**src/rtl/sram_burst_reader.sv**
```systemverilog
// sram_burst_reader: burst read initiator for the sram_corex family.
// Issues one word read per OE cycle, absorbs the SRAM's one-cycle read
// latency through an in-flight flag, and buffers returned words in a
// 2-entry FIFO that feeds a valid/ready stream with full back-pressure.
module sram_burst_reader #(
    parameter int unsigned address_width = 22,
    parameter int unsigned data_width    = 2,
    parameter int unsigned count_width   = 16
) (
    input  logic                                  CLK,
    input  logic                                  RESET,
    input  logic                                  START,
    input  logic [address_width-1:0]              BASE_ADDR,
    input  logic [count_width-1:0]                LENGTH,
    output logic                                  BUSY,
    output logic                                  DONE,
    output logic [address_width-1:0]              SRAM_READ_ADDR,
    output logic                                  SRAM_OE,
    input  logic [(1 << data_width)*8-1:0]        SRAM_DATA,
    output logic [(1 << data_width)*8-1:0]        M_DATA,
    output logic                                  M_VALID,
    input  logic                                  M_READY,
    output logic                                  M_LAST
);

    localparam int unsigned DW = (1 << data_width) * 8;

    typedef enum logic [1:0] {
        ST_IDLE   = 2'd0,
        ST_READ   = 2'd1,
        ST_FINISH = 2'd2
    } state_t;

    state_t                   state_q, state_d;
    logic [address_width-1:0] addr_q, addr_d;
    logic [count_width-1:0]   len_q, len_d;
    logic [count_width-1:0]   issued_q, issued_d;
    logic [count_width-1:0]   delivered_q, delivered_d;
    logic                     inflight_q, inflight_d;
    logic [DW-1:0]            fifo_q [2];
    logic [DW-1:0]            fifo_d [2];
    logic                     rd_ptr_q, rd_ptr_d;
    logic                     wr_ptr_q, wr_ptr_d;
    logic [1:0]               count_q, count_d;

    logic                     pop;
    logic                     push;
    logic                     issue;
    logic                     last_word;
    logic [2:0]               occupancy;

    // Stream handshake, credit accounting and the read-issue decision.
    always_comb begin
        pop       = (count_q != 2'd0) && M_READY;
        push      = inflight_q;
        last_word = (delivered_q == (len_q - count_width'(1)));
        // Words already buffered or in flight, minus the one leaving now;
        // a new read is only issued if it is guaranteed a FIFO slot.
        occupancy = 3'(count_q) + 3'(inflight_q) - 3'(pop);
        issue     = (state_q == ST_READ) && (issued_q < len_q) && (occupancy < 3'd2);
    end

    // Next-state logic for the burst FSM, address/length counters and FIFO.
    always_comb begin
        state_d     = state_q;
        addr_d      = addr_q;
        len_d       = len_q;
        issued_d    = issued_q;
        delivered_d = delivered_q;
        inflight_d  = issue;
        fifo_d      = fifo_q;
        rd_ptr_d    = rd_ptr_q ^ pop;
        wr_ptr_d    = wr_ptr_q ^ push;
        count_d     = count_q + 2'(push) - 2'(pop);

        if (push) begin
            fifo_d[wr_ptr_q] = SRAM_DATA;
        end

        case (state_q)
            ST_IDLE: begin
                if (START) begin
                    addr_d      = BASE_ADDR;
                    len_d       = LENGTH;
                    issued_d    = '0;
                    delivered_d = '0;
                    state_d     = (LENGTH != '0) ? ST_READ : ST_FINISH;
                end
            end
            ST_READ: begin
                if (issue) begin
                    addr_d   = addr_q + address_width'(1);
                    issued_d = issued_q + count_width'(1);
                end
                if (pop) begin
                    delivered_d = delivered_q + count_width'(1);
                    if (last_word) begin
                        state_d = ST_FINISH;
                    end
                end
            end
            ST_FINISH: begin
                state_d = ST_IDLE;
            end
            default: begin
                state_d = ST_IDLE;
            end
        endcase
    end

    // State register; asynchronous reset also drops any in-flight read.
    always_ff @(posedge CLK or posedge RESET) begin
        if (RESET) begin
            state_q     <= ST_IDLE;
            addr_q      <= '0;
            len_q       <= '0;
            issued_q    <= '0;
            delivered_q <= '0;
            inflight_q  <= 1'b0;
            rd_ptr_q    <= 1'b0;
            wr_ptr_q    <= 1'b0;
            count_q     <= '0;
            for (int unsigned i = 0; i < 2; i++) begin
                fifo_q[i] <= '0;
            end
        end else begin
            state_q     <= state_d;
            addr_q      <= addr_d;
            len_q       <= len_d;
            issued_q    <= issued_d;
            delivered_q <= delivered_d;
            inflight_q  <= inflight_d;
            rd_ptr_q    <= rd_ptr_d;
            wr_ptr_q    <= wr_ptr_d;
            count_q     <= count_d;
            fifo_q      <= fifo_d;
        end
    end

    // Outputs are decoded from registered state only (OE via the credit check).
    always_comb begin
        BUSY           = (state_q == ST_READ);
        DONE           = (state_q == ST_FINISH);
        SRAM_OE        = issue;
        SRAM_READ_ADDR = addr_q;
        M_VALID        = (count_q != 2'd0);
        M_DATA         = fifo_q[rd_ptr_q];
        M_LAST         = M_VALID && last_word && (state_q == ST_READ);
    end

endmodule
```
**config.mk**
```make
export PLATFORM = sky130hd
export DESIGN_NAME = sram_burst_reader
export DESIGN_NICKNAME = d
export VERILOG_FILES = /design/src/rtl/sram_burst_reader.sv
export SDC_FILE = /design/constraint.sdc
export NUM_CORES = 1
export LEC_CHECK = 0
export CAP_MARGIN = 30
export CORE_ASPECT_RATIO = 1.2
export CORE_MARGIN = 5
export CORE_UTILIZATION = 54
export DETAILED_ROUTE_END_ITERATION = 10
export PLACE_DENSITY_LB_ADDON = 0.12
export SLEW_MARGIN = 20
export SYNTH_ARGS = -nofsm -noshare
export SYNTH_HDL_FRONTEND = slang
export SYNTH_SLANG_ARGS = --single-unit
```
**constraint.sdc**
```tcl
create_clock -name CLK -period 4.65 [get_ports CLK]
set_input_delay 0.465 -clock CLK [delete_from_list [all_inputs] [get_ports CLK]]
set_output_delay 0.465 -clock CLK [all_outputs]
set_load 0.02 [all_outputs]
```
# Yosys cells after proc, flatten, opt, wreduce, memory -nomap -nowiden
# Index checks and enable logic that the tools add are counted.
# W data, S select, Z words.
# totals
input_bits	74
ram_bits	0
mem_count	0
out_inout_bits	59
latchBits	0
elab_cells	68
rom_bits	0
reg_bits	141
# classes
bitwise_logic	4
n_reduce_logical	14
div_mod_pow	0
n_eq_ne	7
multipliers	0
shift	0
mux	19
addsub	8
n_lt_le_gt_ge	5
# ops
op	n
$mux W32	4
$bwmux W64	1
$pmux W16 S2	2
$mux W16	3
$mux W22	2
$pmux W22 S2	1
$add A16 B1 Y16 const B	2
$demux W32 S1	1
$add A22 B1 Y22 const B	1
$eq A16 B16 Y1	1
$lt A16 B16 Y1	1
$reduce_bool A16 Y1	1
$sub A16 B1 Y16 const B	1
$reduce_and A3 Y1	3
$mux W2	4
$logic_and A1 B1 Y1	6
$ne A2 B1 Y1 const B	3
$ge A2 B2 Y1 const B	2
$not A1 Y2	2
$pmux W2 S2	1
$reduce_bool A2 Y1	2
$add A2 B1 Y3	1
$lt A3 B2 Y1 const B	1
$sub A3 B1 Y3	1
other kinds (9)	10

# Longest topological paths before layout
# Gate-level depths: netlist (run 1).
# depth
ltp_word	7
ltp_mapped	17
ltp_nobuf	15

# Worst setup path after synthesis (run 1)
# Ideal clock, no wire load.
# synth_path
path_type	register to register
startpoint	reg count_q[1]
endpoint	reg issued_q[14]
setup_time_ns	0.078
path_buffers	0
slack_ns	1.313
required_ns	4.572
period_less_slack_ns	3.337
path_stages_with_launch	16
t_arrival_ns	3.259
path_cell_list	dfrtp_1 > or2_2 > nand2_1 > inv_1 > ha_1 > inv_1 > ha_1 > inv_1 > fa_1 > inv_1 > nor4_1 > o21ai_0 > a21oi_2 > nand4_1 > or4_1 > a21oi_1
# synth_between
elab_chain_len	7
elab_cells_between_ends	8
cone_classes	add/sub (2); order compare (1); eq/ne (1); reduce/logical (4)
# synth_rtl
element	line_no	text
start, declared	44	logic [1:0] count_q, count_d;
start signal, assigned	135	count_q <= count_d;
$reduce_bool A2 Y1	n/a	
named net M_VALID	21	output logic M_VALID,
$logic_and A1 B1 Y1	54	pop = (count_q != 2'd0) && M_READY;
$sub A3 B1 Y3	59	occupancy = 3'(count_q) + 3'(inflight_q) - 3'(pop);
$lt A3 B2 Y1	60	issue = (state_q == ST_READ) && (issued_q < len_q) && (occupancy < 3'd2);
$logic_and A1 B1 Y1	60	
$ne A2 B1 Y1 (no source line)	n/a	
$reduce_and A3 Y1 (no source line)	n/a	
end signal, assigned	130	issued_q <= issued_d;
end, declared	37	logic [count_width-1:0] issued_q, issued_d;
# The timed path passes the listed nets, and every way through them passes these cells.
# A chain may end at the register's enable or synchronous reset.

# Worst setup path after layout (run 1)
# layout_path
startpoint	reg count_q[1]
endpoint	out SRAM_OE
# layout_between
elab_chain_len	5
elab_cells_between_ends	6
cone_classes	add/sub (2); order compare (1); reduce/logical (3)
# layout_rtl
element	line_no	text
parallel branches: the longest is 2 deep, another holds $add A2 B1 Y3	n/a	
$sub A3 B1 Y3 *	59	
$lt A3 B2 Y1 *	60	
$logic_and A1 B1 Y1 *	60	
end, declared	18	output logic SRAM_OE,
# Mark *: on every way between the ends.

==> results of run 1 <==
## layout by cell type, fill, tap and decap left out, types with 5 or more instances in the layout
cell type / Yosys / final
sky130_fd_sc_hd__or3_1: 11 / 11
sky130_fd_sc_hd__clkbuf_16: 0 / 17
sky130_fd_sc_hd__nor2_1: 46 / 45
sky130_fd_sc_hd__and4_1: 5 / 5
sky130_fd_sc_hd__nor3_1: 12 / 12
sky130_fd_sc_hd__dfrtp_1: 141 / 141
sky130_fd_sc_hd__xor2_1: 20 / 20
sky130_fd_sc_hd__a31oi_1: 7 / 7
sky130_fd_sc_hd__a21oi_1: 50 / 49
sky130_fd_sc_hd__o21ai_0: 57 / 57
sky130_fd_sc_hd__xnor2_1: 15 / 15
sky130_fd_sc_hd__inv_1: 34 / 33
sky130_fd_sc_hd__and2_1: 5 / 5
sky130_fd_sc_hd__buf_4: 0 / 9
sky130_fd_sc_hd__nor4_1: 9 / 9
sky130_fd_sc_hd__clkdlybuf4s50_1: 0 / 132
sky130_fd_sc_hd__bufinv_16: 0 / 6
sky130_fd_sc_hd__nand3_1: 25 / 25
sky130_fd_sc_hd__ha_1: 23 / 23
sky130_fd_sc_hd__o22ai_1: 5 / 5
sky130_fd_sc_hd__and3_1: 10 / 10
sky130_fd_sc_hd__nand4_1: 13 / 13
sky130_fd_sc_hd__mux2_2: 97 / 97
sky130_fd_sc_hd__nand2_1: 56 / 56
## kinds of logic (layout without fill, tap and decap cells)
group	after synthesis	in the layout	synth area share, %
adders and majority gates	24	24	4.05
and+or+nand+nor	216	216	14.8
AOI/OAI and AO/OA	156	156	12.3
buffers and inverters	72	210	3.98
DFF	141	141	46.4
muxes	98	98	14.5
xor gates and xnor gates	35	35	4.03
## state kept, by name (all words and copies together), names as in the netlist
register / flops
len_q: 16
delivered_q: 16
wr_ptr_q: 1
rd_ptr_q: 1
issued_q: 16
state_q: 2
SRAM_READ_ADDR: 22
inflight_q: 1
count_q: 2
fifo_q: 64
## power groups by stage
| stage | combinational (mW) | clock, mW | sequential [mW] |
|---|---|---|---|
| 2_1_floorplan | 2.04 | 0 | 2.19 |
| 3_3_place_gp | 3.06 | 0 | 2.19 |
| 3_5_place_dp | 3.17 | 0 | 2.23 |
| 4_1_cts | 3.20 | 1.57 | 2.22 |
| 5_1_grt | 3.50 | 1.63 | 2.31 |
| 6_report | 3.21 | 1.54 | 2.22 |
## worst max-delay path, delay by kind of cell, from the launching register on
kind / cells / cell delay [ps]
and+or+nand+nor: 4 / 880
DFF: 1 / 420
buffers and inverters: 5 / 880
AOI/OAI and AO/OA: 2 / 380
adders and majority gates: 3 / 890
## worst max-delay path by stage
stage	to	slack, ps	cells past startpoint
after CTS	SRAM_OE	160	14
after floorplan	SRAM_READ_ADDR[0]$_DFFE_PP0P_	400	1
after global routing	SRAM_OE	40	14
after global placement	SRAM_OE	500	14
final	SRAM_OE	330	14
after detailed placement	SRAM_OE	490	14
## per-layer routing
| metal | vias up | GRT usage [%] | share of wire [%] |
|---|---|---|---|
| met3 | 33 | 4.96 | 4.3 |
| met2 | 162 | 39.6 | 52 |
| met1 | 3007 | 28.4 | 42 |
| li1 | 2915 | - | - |
| met5 | - | 0 | 0 |
| met4 | 0 | 7.85 | 1.8 |
## what timing repair did
item                                    4_1_cts  5_1_grt
setup buffers                                 0        3
hold buffers                                  0        0
endpoints found under the setup margin        0        1
## area by class of cell
cell class,instances,area [um^2]
flip-flops and latches,141,3530
clock buffers,18,439
well taps,171,214
fillers,1045,4030
multi-input cells,529,3790
repair buffers,144,1450
inverters,34,130
clock inverters,14,239
==> PnR_summary.wiki, run 1 <==
{| class="wikitable"
! Metric !! Value
|-
| Number of clock sinks seen by CTS || 141
|-
| Finished layout cell area || just under 0.01 mm^2
|-
| Total negative slack for setup checks || 0 ps
|-
| Internal power || between 4 and 5 mW
|-
| Clock input transition at the sequential cells of the worst setup and hold paths || about 60 ps
|-
| Most frequent cell after synthesis || sky130_fd_sc_hd__dfrtp_1
|-
| Transition time at the pin with the least slew margin || 551 ps
|-
| Power consumption || 6.97 mW
|-
| Switching share of power || a little under two fifths
|-
| Endpoint arrival time on the critical path || 3860 ps
|-
| Proportion of synthesized flip-flops having asynchronous set or reset || between 90% and 100%
|-
| Sequential Power Share || a little under a third
|-
| Final Hold Violating Endpoints || 0
|-
| Endpoint of the most critical register-to-register path || issued_q[15]$_DFFE_PP0P_
|-
| Final cell count without fillers || about 1100
|-
| Dpl cell area || between 0.009 and 0.01 mm^2
|-
| Nature of the critical path startpoint || flop
|-
| Start point of the critical path || count_q[1]$_DFF_PP0_
|-
| Die Wd || ~120 um
|-
| Count of maximum capacitance violations || 0
|-
| Clock tree from TritonCTS || built
|-
| Crit share post-route || 93.0%
|-
| Core ar. || 0.0138 mm^2
|-
| Cell Pwr Density || 712 mW/mm^2
|-
| Net switching power || around 2.6 mW
|-
| Min Tclk post-route || 4320 ps
|-
| Area growth from synthesis to layout || 28.6%
|-
| R2r worst-path depth || 16
|-
| Average wire per standard cell || 17.7 um
|-
| Net count after synthesis || between 800 and 900
|-
| Final WL || approximately 19000 um
|-
| Delay of the slowest cell on the worst path || a little over 600 ps
|-
| Utilization of the core after routing || 70.8%
|-
| Share of final-layout standard cells stronger than drive strength 1 || between 10% and 20%
|-
| Final max-slew violation count || 0
|-
| Post-synth top area share || between 40% and 50%
|-
| Clock Latency Late Sink || 420 ps
|-
| Starting Density || 55.1%
|-
| Clock H-tree levels || 4
|-
| Count of antenna diodes in the layout || 0
|-
| HPWL Detailed || 13400 um
|-
| Area of the die || ~0.017 mm^2
|-
| Worst Path Max Fanout || 5
|-
| Largest net degree at the start of global routing || 60
|-
| Number of antenna violations at the first check in global routing || 0
|-
| Maximum count of clock buffers along a single path || 2
|-
| Post-synthesis sequential area ratio || 46.4%
|-
| Fmax achieved || about 230 MHz
|-
| Clock tree root buffer cell || sky130_fd_sc_hd__clkbuf_16
|-
| Number of design-rule violations left by the first detailed-router iteration || 291
|-
| RSZ-0062 raised after global routing || no
|-
| Area leader, netlist || sky130_fd_sc_hd__dfrtp_1
|-
| Residual antenna-violating net count after detailed routing || 0
|-
| Register bit total from synthesis || between 100 and 150
|-
| DRC viols || 0
|-
| Cell Count Post-Placement || slightly above 1000
|-
| Worst setup timing slack at the placement stage || 492 ps
|-
| Count of final setup violators || 0
|-
| Count of nets after finishing || between 900 and 1000
|-
| Commonest register cell after synthesis || sky130_fd_sc_hd__dfrtp_1
|-
| Critical-path top delay cell || sky130_fd_sc_hd__clkdlybuf4s50_1
|-
| First-pass GRT wire length || 31400 um
|-
| Placer Congestion || 0.861
|-
| Setup WS post-layout || 327 ps
|-
| Number of search-and-repair iterations in the first detailed-routing pass || 5
|-
| GRT Residual Overflow || 0
|-
| Worst hold slack || 431 ps
|-
| DR vias || 6117
|-
| Type of the worst setup path || reg2out
|-
| Combined global-route utilization of all metal layers || 22.9%
|-
| Min-Delay Path Class || in2async
|-
| Total number of yosys warnings || 0
|-
| Library cell appearing most often on the critical path || sky130_fd_sc_hd__inv_1
|-
| Number of synthesized flops with an enable pin || 0
|-
| Outcome || finished, final reports clean
|-
| Number of instances in the synthesized netlist || between 700 and 800
|-
| Portion of total power attributed to combinational logic || a little under half
|-
| Post-synth cell types || 64
|-
| Synth cell count leaders || 141 x sky130_fd_sc_hd__dfrtp_1, 97 x sky130_fd_sc_hd__mux2_2, 57 x sky130_fd_sc_hd__o21ai_0
|-
| Number of global-route vias before repair || approximately 6300
|-
| Resized cells post-CTS || 0
|-
| Critical Path Sink Type || primary output
|-
| Most area-consuming cells after synthesis || sky130_fd_sc_hd__dfrtp_1 46%, sky130_fd_sc_hd__mux2_2 14%, sky130_fd_sc_hd__ha_1 3.8%
|-
| Clock power frac || 22.2%
|-
| FF-to-FF Start || count_q[1]$_DFF_PP0_
|-
| Required arrival time at the worst endpoint || between 4000 and 5000 ps
|-
| Max-Slew Margin vs Limit || between 60% and 70%
|-
| Number of buffers created by CTS || 17
|-
| Count of standard-cell rows || 47
|-
| Area of the mapped netlist || around 0.0076 mm^2
|-
| Io pins || approximately 130
|-
| Port Buf Inserts || between 100 and 150
|-
| Worst R2R Setup Slack || around 860 ps
|-
| Clock skew || roughly 6.9 ps
|-
| Detail-routed via count per cell || between 5 and 6
|-
| Pleak || 4.10 nW
|-
| Die Height || around 140 um
|-
| Peak ir drop on the vdd network || slightly below 0.6 mV
|-
| Cell-by-cell listing of the critical path || or2_2 -> nand2_1 -> inv_1 -> ha_1 -> inv_1 -> ha_1 -> inv_1 -> fa_1 -> inv_1 -> nor4_1 -> o21ai_0 -> a21oi_2 -> and2_1 -> clkdlybuf4s50_1
|-
| Avg Inst Size Synth || 10.3 um^2
|}
No activity file was read; power rests on OpenSTA's default activity.
==> run 2: changes to the inputs <==
- CAP_MARGIN: 30 -> 10
==> run 2 against run 1 <==
Non-clock buffer count down 2; sequential cell count unchanged; combinational power about the same; critical path depth stayed put; largest power group unchanged.
==> PnR_summary.wiki, run 2 (synthesis gave the netlist of run 1 again) <==
{| class="wikitable"
! Metric !! Value
|-
| Outcome || finished, final reports clean (unchanged)
|-
| First-pass GRT wire length || 31000 um (was 31400 um)
|-
| Final WL || 18800 um (was 18600 um)
|-
| GRT Residual Overflow || 0 (unchanged)
|-
| Combined global-route utilization of all metal layers || 22.8% (was 22.9%)
|-
| Count of antenna diodes in the layout || 0 (unchanged)
|-
| Share of final-layout standard cells stronger than drive strength 1 || 17.9% (was 18.1%)
|-
| Required arrival time at the worst endpoint || 4180 ps (about the same)
|-
| Most flop-heavy register || fifo_q (unchanged)
|-
| Sequential standard cell area || 0.00353 mm^2 (unchanged)
|-
| Critical Path Sink Type || primary output (unchanged)
|-
| Dpl cell area || 0.00905 mm^2 (was 0.00909 mm^2)
|-
| Most common cell after layout, fill and taps aside || sky130_fd_sc_hd__dfrtp_1 (unchanged)
|-
| Core ar. || 0.0138 mm^2 (unchanged)
|-
| DRC viols || 0 (unchanged)
|-
| Library cell appearing most often on the critical path || sky130_fd_sc_hd__inv_1 (unchanged)
|-
| Clock skew || 8.66 ps (was 6.89 ps)
|-
| Number of buffers created by CTS || 17 (unchanged)
|-
| DR vias || 6118 (was 6117)
|-
| Internal power || 4.36 mW (was 4.38 mW)
|-
| Count of maximum capacitance violations || 0 (unchanged)
|-
| Worst Path Max Fanout || 5 (unchanged)
|-
| Clock input transition at the sequential cells of the worst setup and hold paths || 60 ps (about the same)
|-
| Resized cells post-CTS || 0 (unchanged)
|-
| Residual antenna-violating net count after detailed routing || 0 (unchanged)
|-
| Transition time at the pin with the least slew margin || 794 ps (was 551 ps)
|-
| Min Tclk post-route || 4370 ps (was 4320 ps)
|-
| Endpoint arrival time on the critical path || 3910 ps (was 3860 ps)
|-
| Delay of the slowest cell on the worst path || 620 ps (about the same)
|-
| HPWL Detailed || 13200 um (was 13400 um)
|-
| Type of the worst setup path || reg2out (unchanged)
|-
| Clock H-tree levels || 4 (unchanged)
|-
| Average wire per standard cell || 17.9 um (was 17.7 um)
|-
| Total negative slack for setup checks || 0 ps (unchanged)
|-
| Area of the die || 0.0166 mm^2 (unchanged)
|-
| Count of nets after finishing || 963 (was 965)
|-
| Cell Pwr Density || 715 mW/mm^2 (was 712 mW/mm^2)
|-
| Nature of the critical path startpoint || flop (unchanged)
|-
| Number of design-rule violations left by the first detailed-router iteration || 318 (was 291)
|-
| Port Buf Inserts || 132 (unchanged)
|-
| Min-Delay Path Class || reg2reg (was in2async)
|-
| Number of global-route vias before repair || 6338 (was 6348)
|-
| Number of flip-flops in the largest register || 64 (unchanged)
|-
| Multi-input logic area || 0.00380 mm^2 (was 0.00379 mm^2)
|-
| Peak ir drop on the vdd network || 0.556 mV (was 0.593 mV)
|-
| Number of search-and-repair iterations in the first detailed-routing pass || 4 (was 5)
|-
| Highest-count cells in the layout ignoring fill and taps || 141 x sky130_fd_sc_hd__dfrtp_1, 132 x sky130_fd_sc_hd__clkdlybuf4s50_1, 97 x sky130_fd_sc_hd__mux2_2, 57 x sky130_fd_sc_hd__o21ai_0, 56 x sky130_fd_sc_hd__nand2_1 (unchanged)
|-
| Crit share post-route || 94.0% (was 93.0%)
|-
| Die Wd || 118 um (unchanged)
|-
| Largest net degree at the start of global routing || 89 (was 60)
|-
| Finished layout cell area || 0.00976 mm^2 (was 0.00979 mm^2)
|-
| Hold buffer count at CTS || 0 (unchanged)
|-
| Placer Congestion || 0.861 (unchanged)
|-
| Net switching power || 2.62 mW (was 2.59 mW)
|-
| Final Hold Violating Endpoints || 0 (unchanged)
|-
| RSZ-0062 raised after global routing || no (unchanged)
|-
| Utilization of the core after routing || 70.6% (was 70.8%)
|-
| Final max-slew violation count || 0 (unchanged)
|-
| Area growth from synthesis to layout || 28.3% (was 28.6%)
|-
| Fmax achieved || 229 MHz (was 231 MHz)
|-
| Max-Slew Margin vs Limit || 47.1% (was 62.9%)
|-
| Clock tree from TritonCTS || built (unchanged)
|-
| Io pins || 133 (unchanged)
|-
| Count of standard-cell rows || 47 (unchanged)
|-
| Clock power frac || 22.2% (about the same)
|-
| Clock tree root buffer cell || sky130_fd_sc_hd__clkbuf_16 (unchanged)
|-
| Number of clock sinks seen by CTS || 141 (unchanged)
|-
| Sequential Power Share || 31.9% (about the same)
|-
| Critical-path top delay cell || sky130_fd_sc_hd__clkdlybuf4s50_1 (unchanged)
|-
| Portion of total power attributed to combinational logic || 45.9% (was 46.0%)
|-
| Number of antenna violations at the first check in global routing || 0 (unchanged)
|-
| Clock Latency Late Sink || 420 ps (about the same)
|-
| Count of final setup violators || 0 (unchanged)
|-
| Maximum count of clock buffers along a single path || 2 (unchanged)
|-
| Starting Density || 55.1% (unchanged)
|-
| Switching share of power || 37.5% (was 37.2%)
|-
| Filler instances || 1031 (was 1045)
|-
| Cell-by-cell listing of the critical path || or2_2 -> nand2_1 -> inv_1 -> ha_1 -> inv_1 -> ha_1 -> inv_1 -> fa_1 -> inv_1 -> nor4_1 -> o21ai_0 -> a21oi_2 -> and2_1 -> clkdlybuf4s50_1 (unchanged)
|-
| Worst R2R Setup Slack || 800 ps (was 860 ps)
|-
| Die Height || 140 um (unchanged)
|-
| Pleak || 4.09 nW (was 4.10 nW)
|-
| Detail-routed via count per cell || 5.83 (was 5.82)
|}
## run 2: final cells by class
type	instances	share of cell area [%]
Tap cell	171	2.19
Inverter	34	1.36
Sequential cell	141	36.2
Clock buffer	18	4.50
Timing Repair Buffer	142	14.4
Multi-Input combinational cell	529	38.9
Clock inverter	14	2.45
## run 2: critical path: cells and delay by family (launching register included)
| kind | cells | cell delay, ps |
|---|---|---|
| adder cells (fa/ha/maj) | 3 | 890 |
| AND/OR/NAND/NOR | 4 | 890 |
| buffers and inverters | 5 | 870 |
| AO/OA/AOI/OAI | 2 | 420 |
| flip-flops | 1 | 420 |
## run 2: layer usage
metal	vias up	GRT usage, %	routed length [um]
met1	3009	27.7	7760
li1	2915	-	-
met5	-	0	0
met2	156	39.6	9730
met3	38	5.24	873
met4	0	8.39	448
## run 2: per-stage QoR
stage,power (mW),setup slack [ps],std cells,hold slack [ps]
after floorplan,4.23,404,742,475
after global placement,5.25,498,1014,463
after detailed placement,5.38,482,1014,465
after CTS,6.97,170,1046,477
after global routing,7.42,35.6,1049,505
final,6.98,280,1049,475
## run 2: path summary, 6_finish.rpt
check	start	to	cells past startpoint
max	count_q[1]$_DFF_PP0_	SRAM_OE	14
min	rd_ptr_q$_DFF_PP0_	rd_ptr_q$_DFF_PP0_	1
max reg2reg	count_q[1]$_DFF_PP0_	issued_q[11]$_DFFE_PP0P_	16
min reg2reg	rd_ptr_q$_DFF_PP0_	rd_ptr_q$_DFF_PP0_	1
max in group asynchronous	RESET	delivered_q[11]$_DFFE_PP0P_	3
min in group asynchronous	RESET	fifo_q[0]$_DFFE_PP0P_	2
## run 2: timing repair
action	CTS	global route
endpoints found under the setup margin	0	1
buffers inserted	0	3
hold endpoints to repair	0	0
## run 2: power by group through the flow
stage	registers, mW	clock network [mW]	logic [mW]
floorplan	2.19	0	2.04
global placement	2.19	0	3.06
detailed placement	2.23	0	3.15
CTS	2.22	1.57	3.18
global route	2.30	1.63	3.49
finish	2.22	1.55	3.21
==> run 3: changes to the inputs <==
- CORE_MARGIN: 5 -> not set
==> run 3 against run 2 <==
Clock power down 10%; register-to-register slack worse by 40 ps; global-route usage up 3.0 points; critical path depth unchanged; final area down 0.96%; sequential power about the same; combinational power down 2%; non-clock buffer count down 1; sequential share of layout area up 0.35 points; clock skew up 2.3 ps; worst setup slack better by 15 ps; critical path type unchanged.
==> PnR_summary.wiki, run 3 (synthesis gave the netlist of run 1 again) <==
{| class="wikitable"
! Metric !! Value
|-
| Maximum count of clock buffers along a single path || 2 (unchanged)
|-
| Post-CTS setup buffer count || 0 (unchanged)
|-
| Filler instances || 1052 (was 1031)
|-
| Final Hold Violating Endpoints || 0 (unchanged)
|-
| Placer Congestion || 0.828 (was 0.861)
|-
| Total number of cells along the worst setup path || 14 (unchanged)
|-
| Number of global-route vias before repair || 6153 (was 6338)
|-
| Average wire per standard cell || 17.1 um (was 17.9 um)
|-
| Number of antenna violations at the first check in global routing || 0 (unchanged)
|-
| Delay of the slowest cell on the worst path || 610 ps (was 620 ps)
|-
| Number of buffers created by CTS || 17 (unchanged)
|-
| Number of clock sinks seen by CTS || 141 (unchanged)
|-
| Max-Slew Margin vs Limit || 26.7% (was 47.1%)
|-
| Share of final-layout standard cells stronger than drive strength 1 || 17.5% (was 17.9%)
|-
| Clock H-tree levels || 4 (unchanged)
|-
| Count of antenna diodes in the layout || 0 (unchanged)
|-
| R2r worst-path depth || 16 (unchanged)
|-
| DR vias || 6148 (was 6118)
|-
| Hold buffer count at CTS || 0 (unchanged)
|-
| Type of the worst setup path || reg2out (unchanged)
|-
| Endpoint arrival time on the critical path || 3890 ps (was 3910 ps)
|-
| Clock input transition at the sequential cells of the worst setup and hold paths || 60 ps (about the same)
|-
| Die Height || 132 um (was 140 um)
|-
| Hold EP || rd_ptr_q$_DFF_PP0_ (unchanged)
|-
| Area of the die || 0.0146 mm^2 (was 0.0166 mm^2)
|-
| Crit share post-route || 93.7% (was 94.0%)
|-
| Worst R2R Setup Slack || 760 ps (was 800 ps)
|-
| Final WL || 17900 um (was 18800 um)
|-
| Setup WS post-layout || 295 ps (was 280 ps)
|-
| Port Buf Inserts || 132 (unchanged)
|-
| RSZ-0062 raised after global routing || no (unchanged)
|-
| Most flop-heavy register || fifo_q (unchanged)
|-
| Die Wd || 110 um (was 118 um)
|-
| Transition time at the pin with the least slew margin || 1100 ps (was 794 ps)
|-
| Outcome || finished, final reports clean (unchanged)
|-
| Count of standard-cell rows || 47 (unchanged)
|-
| Largest net degree at the start of global routing || 81 (was 89)
|-
| Starting Density || 55.3% (was 55.1%)
|-
| Clock skew || 10.9 ps (was 8.66 ps)
|-
| Fmax achieved || 230 MHz (was 229 MHz)
|-
| Combined global-route utilization of all metal layers || 25.9% (was 22.8%)
|-
| Pleak || 4.05 nW (was 4.09 nW)
|-
| Count of maximum capacitance violations || 0 (unchanged)
|-
| Residual antenna-violating net count after detailed routing || 0 (unchanged)
|-
| Final max-slew violation count || 0 (unchanged)
|-
| Critical-path top delay cell || sky130_fd_sc_hd__clkdlybuf4s50_1 (unchanged)
|-
| Power consumption || 6.77 mW (was 6.98 mW)
|-
| DRC viols || 0 (unchanged)
|-
| Clock tree root buffer cell || sky130_fd_sc_hd__clkbuf_16 (unchanged)
|-
| Cells on Worst Hold Path || 1 (unchanged)
|-
| Total negative slack for setup checks || 0 ps (unchanged)
|-
| Worst setup timing slack at the placement stage || 455 ps (was 482 ps)
|-
| First-pass GRT wire length || 29200 um (was 31000 um)
|-
| CP bufs+invs || 5 (unchanged)
|-
| Peak ir drop on the vdd network || 0.728 mV (was 0.556 mV)
|-
| Library cell appearing most often on the critical path || sky130_fd_sc_hd__inv_1 (unchanged)
|-
| Count of final setup violators || 0 (unchanged)
|-
| Core ar. || 0.0138 mm^2 (about the same)
|-
| Cell Pwr Density || 700 mW/mm^2 (was 715 mW/mm^2)
|-
| Min-Delay Path Class || reg2reg (unchanged)
|-
| Io pins || 133 (unchanged)
|-
| Most common cell after layout, fill and taps aside || sky130_fd_sc_hd__dfrtp_1 (unchanged)
|-
| Worst Path Max Fanout || 4 (was 5)
|-
| Number of search-and-repair iterations in the first detailed-routing pass || 5 (was 4)
|-
| Required arrival time at the worst endpoint || 4180 ps (about the same)
|-
| Clock Latency Late Sink || 420 ps (about the same)
|-
| HP Start || rd_ptr_q$_DFF_PP0_ (unchanged)
|-
| Endpoint of the most critical register-to-register path || issued_q[7]$_DFFE_PP0P_ (was issued_q[11]$_DFFE_PP0P_)
|-
| Count of nets after finishing || 962 (was 963)
|-
| Number of design-rule violations left by the first detailed-router iteration || 392 (was 318)
|-
| Utilization of the core after routing || 70.2% (was 70.6%)
|-
| Highest-count cells in the layout ignoring fill and taps || 141 x sky130_fd_sc_hd__dfrtp_1, 132 x sky130_fd_sc_hd__clkdlybuf4s50_1, 97 x sky130_fd_sc_hd__mux2_2, 57 x sky130_fd_sc_hd__o21ai_0, 56 x sky130_fd_sc_hd__nand2_1 (unchanged)
|-
| GRT Residual Overflow || 0 (unchanged)
|-
| Cell-by-cell listing of the critical path || or2_2 -> nand2_1 -> inv_1 -> ha_1 -> inv_1 -> ha_1 -> inv_1 -> fa_1 -> inv_1 -> nor4_1 -> o21ai_0 -> a21oi_2 -> and2_1 -> clkdlybuf4s50_1 (unchanged)
|-
| Clock tree from TritonCTS || built (unchanged)
|-
| Cell type group with the largest total delay on the critical path || simple AND/OR/NAND/NOR gates (was adder cells)
|-
| Number of flip-flops in the largest register || 64 (unchanged)
|-
| Critical Path Sink Type || primary output (unchanged)
|-
| Detail-routed via count per cell || 5.88 (was 5.83)
|-
| HPWL Detailed || 12500 um (was 13200 um)
|-
| Resized cells post-CTS || 0 (unchanged)
|-
| Multi-input logic area || 0.00379 mm^2 (was 0.00380 mm^2)
|-
| Area growth from synthesis to layout || 27.0% (was 28.3%)
|-
| Nature of the critical path startpoint || flop (unchanged)
|-
| Min Tclk post-route || 4360 ps (was 4370 ps)
|-
| Sequential standard cell area || 0.00353 mm^2 (unchanged)
|-
| FF-to-FF Start || count_q[1]$_DFF_PP0_ (unchanged)
|}
-- run 3: cell types whose count changed in the layout (fill, tap and decap cells not counted), sizes merged --
cell      change
buf           -1
bufinv        -2
clkbuf        -1
clkinv        +4
clkinvlp      -2
inv           -2
-- run 3: metrics by stage --
stage	hold WS, ps	instances	area, um^2
2_1_floorplan	475	742	7610
3_3_place_gp	467	1014	9050
3_5_place_dp	467	1014	9050
4_1_cts	479	1043	9650
5_1_grt	499	1045	9660
6_report	476	1045	9660
-- run 3: how the worst max path moves through the flow --
stage,startpoint,endpoint,slack (ps)
floorplan,RESET,SRAM_READ_ADDR[0]$_DFFE_PP0P_,400
global placement,M_READY,SRAM_OE,530
detailed placement,M_READY,SRAM_OE,460
CTS,count_q[1]$_DFF_PP0_,SRAM_OE,110
global route,count_q[1]$_DFF_PP0_,SRAM_OE,70
finish,count_q[1]$_DFF_PP0_,SRAM_OE,290
-- run 3: routing by layer --
| layer | part of all wire (%) | track usage [%] |
|---|---|---|
| met1 | 41 | 31.6 |
| met2 | 51 | 43.6 |
| met3 | 5.7 | 6.87 |
| met4 | 2.0 | 8.70 |
| met5 | 0 | 0 |
-- run 3: cell type report --
| cell class | count | share of cell area, % |
|---|---|---|
| Multi-Input combinational cell | 529 | 39.2 |
| Sequential cell | 141 | 36.5 |
| Timing Repair Buffer | 141 | 14.5 |
| Clock buffer | 17 | 4.40 |
| Tap cell | 171 | 2.21 |
| Clock inverter | 12 | 1.80 |
| Inverter | 34 | 1.37 |
-- run 3: power breakdown --
group,internal (mW),leakage (nW),switching (mW)
Clock,0.885,0.294,0.508
Sequential,1.76,1.73,0.467
Combinational,1.57,2.03,1.58
Total,4.21,4.05,2.56
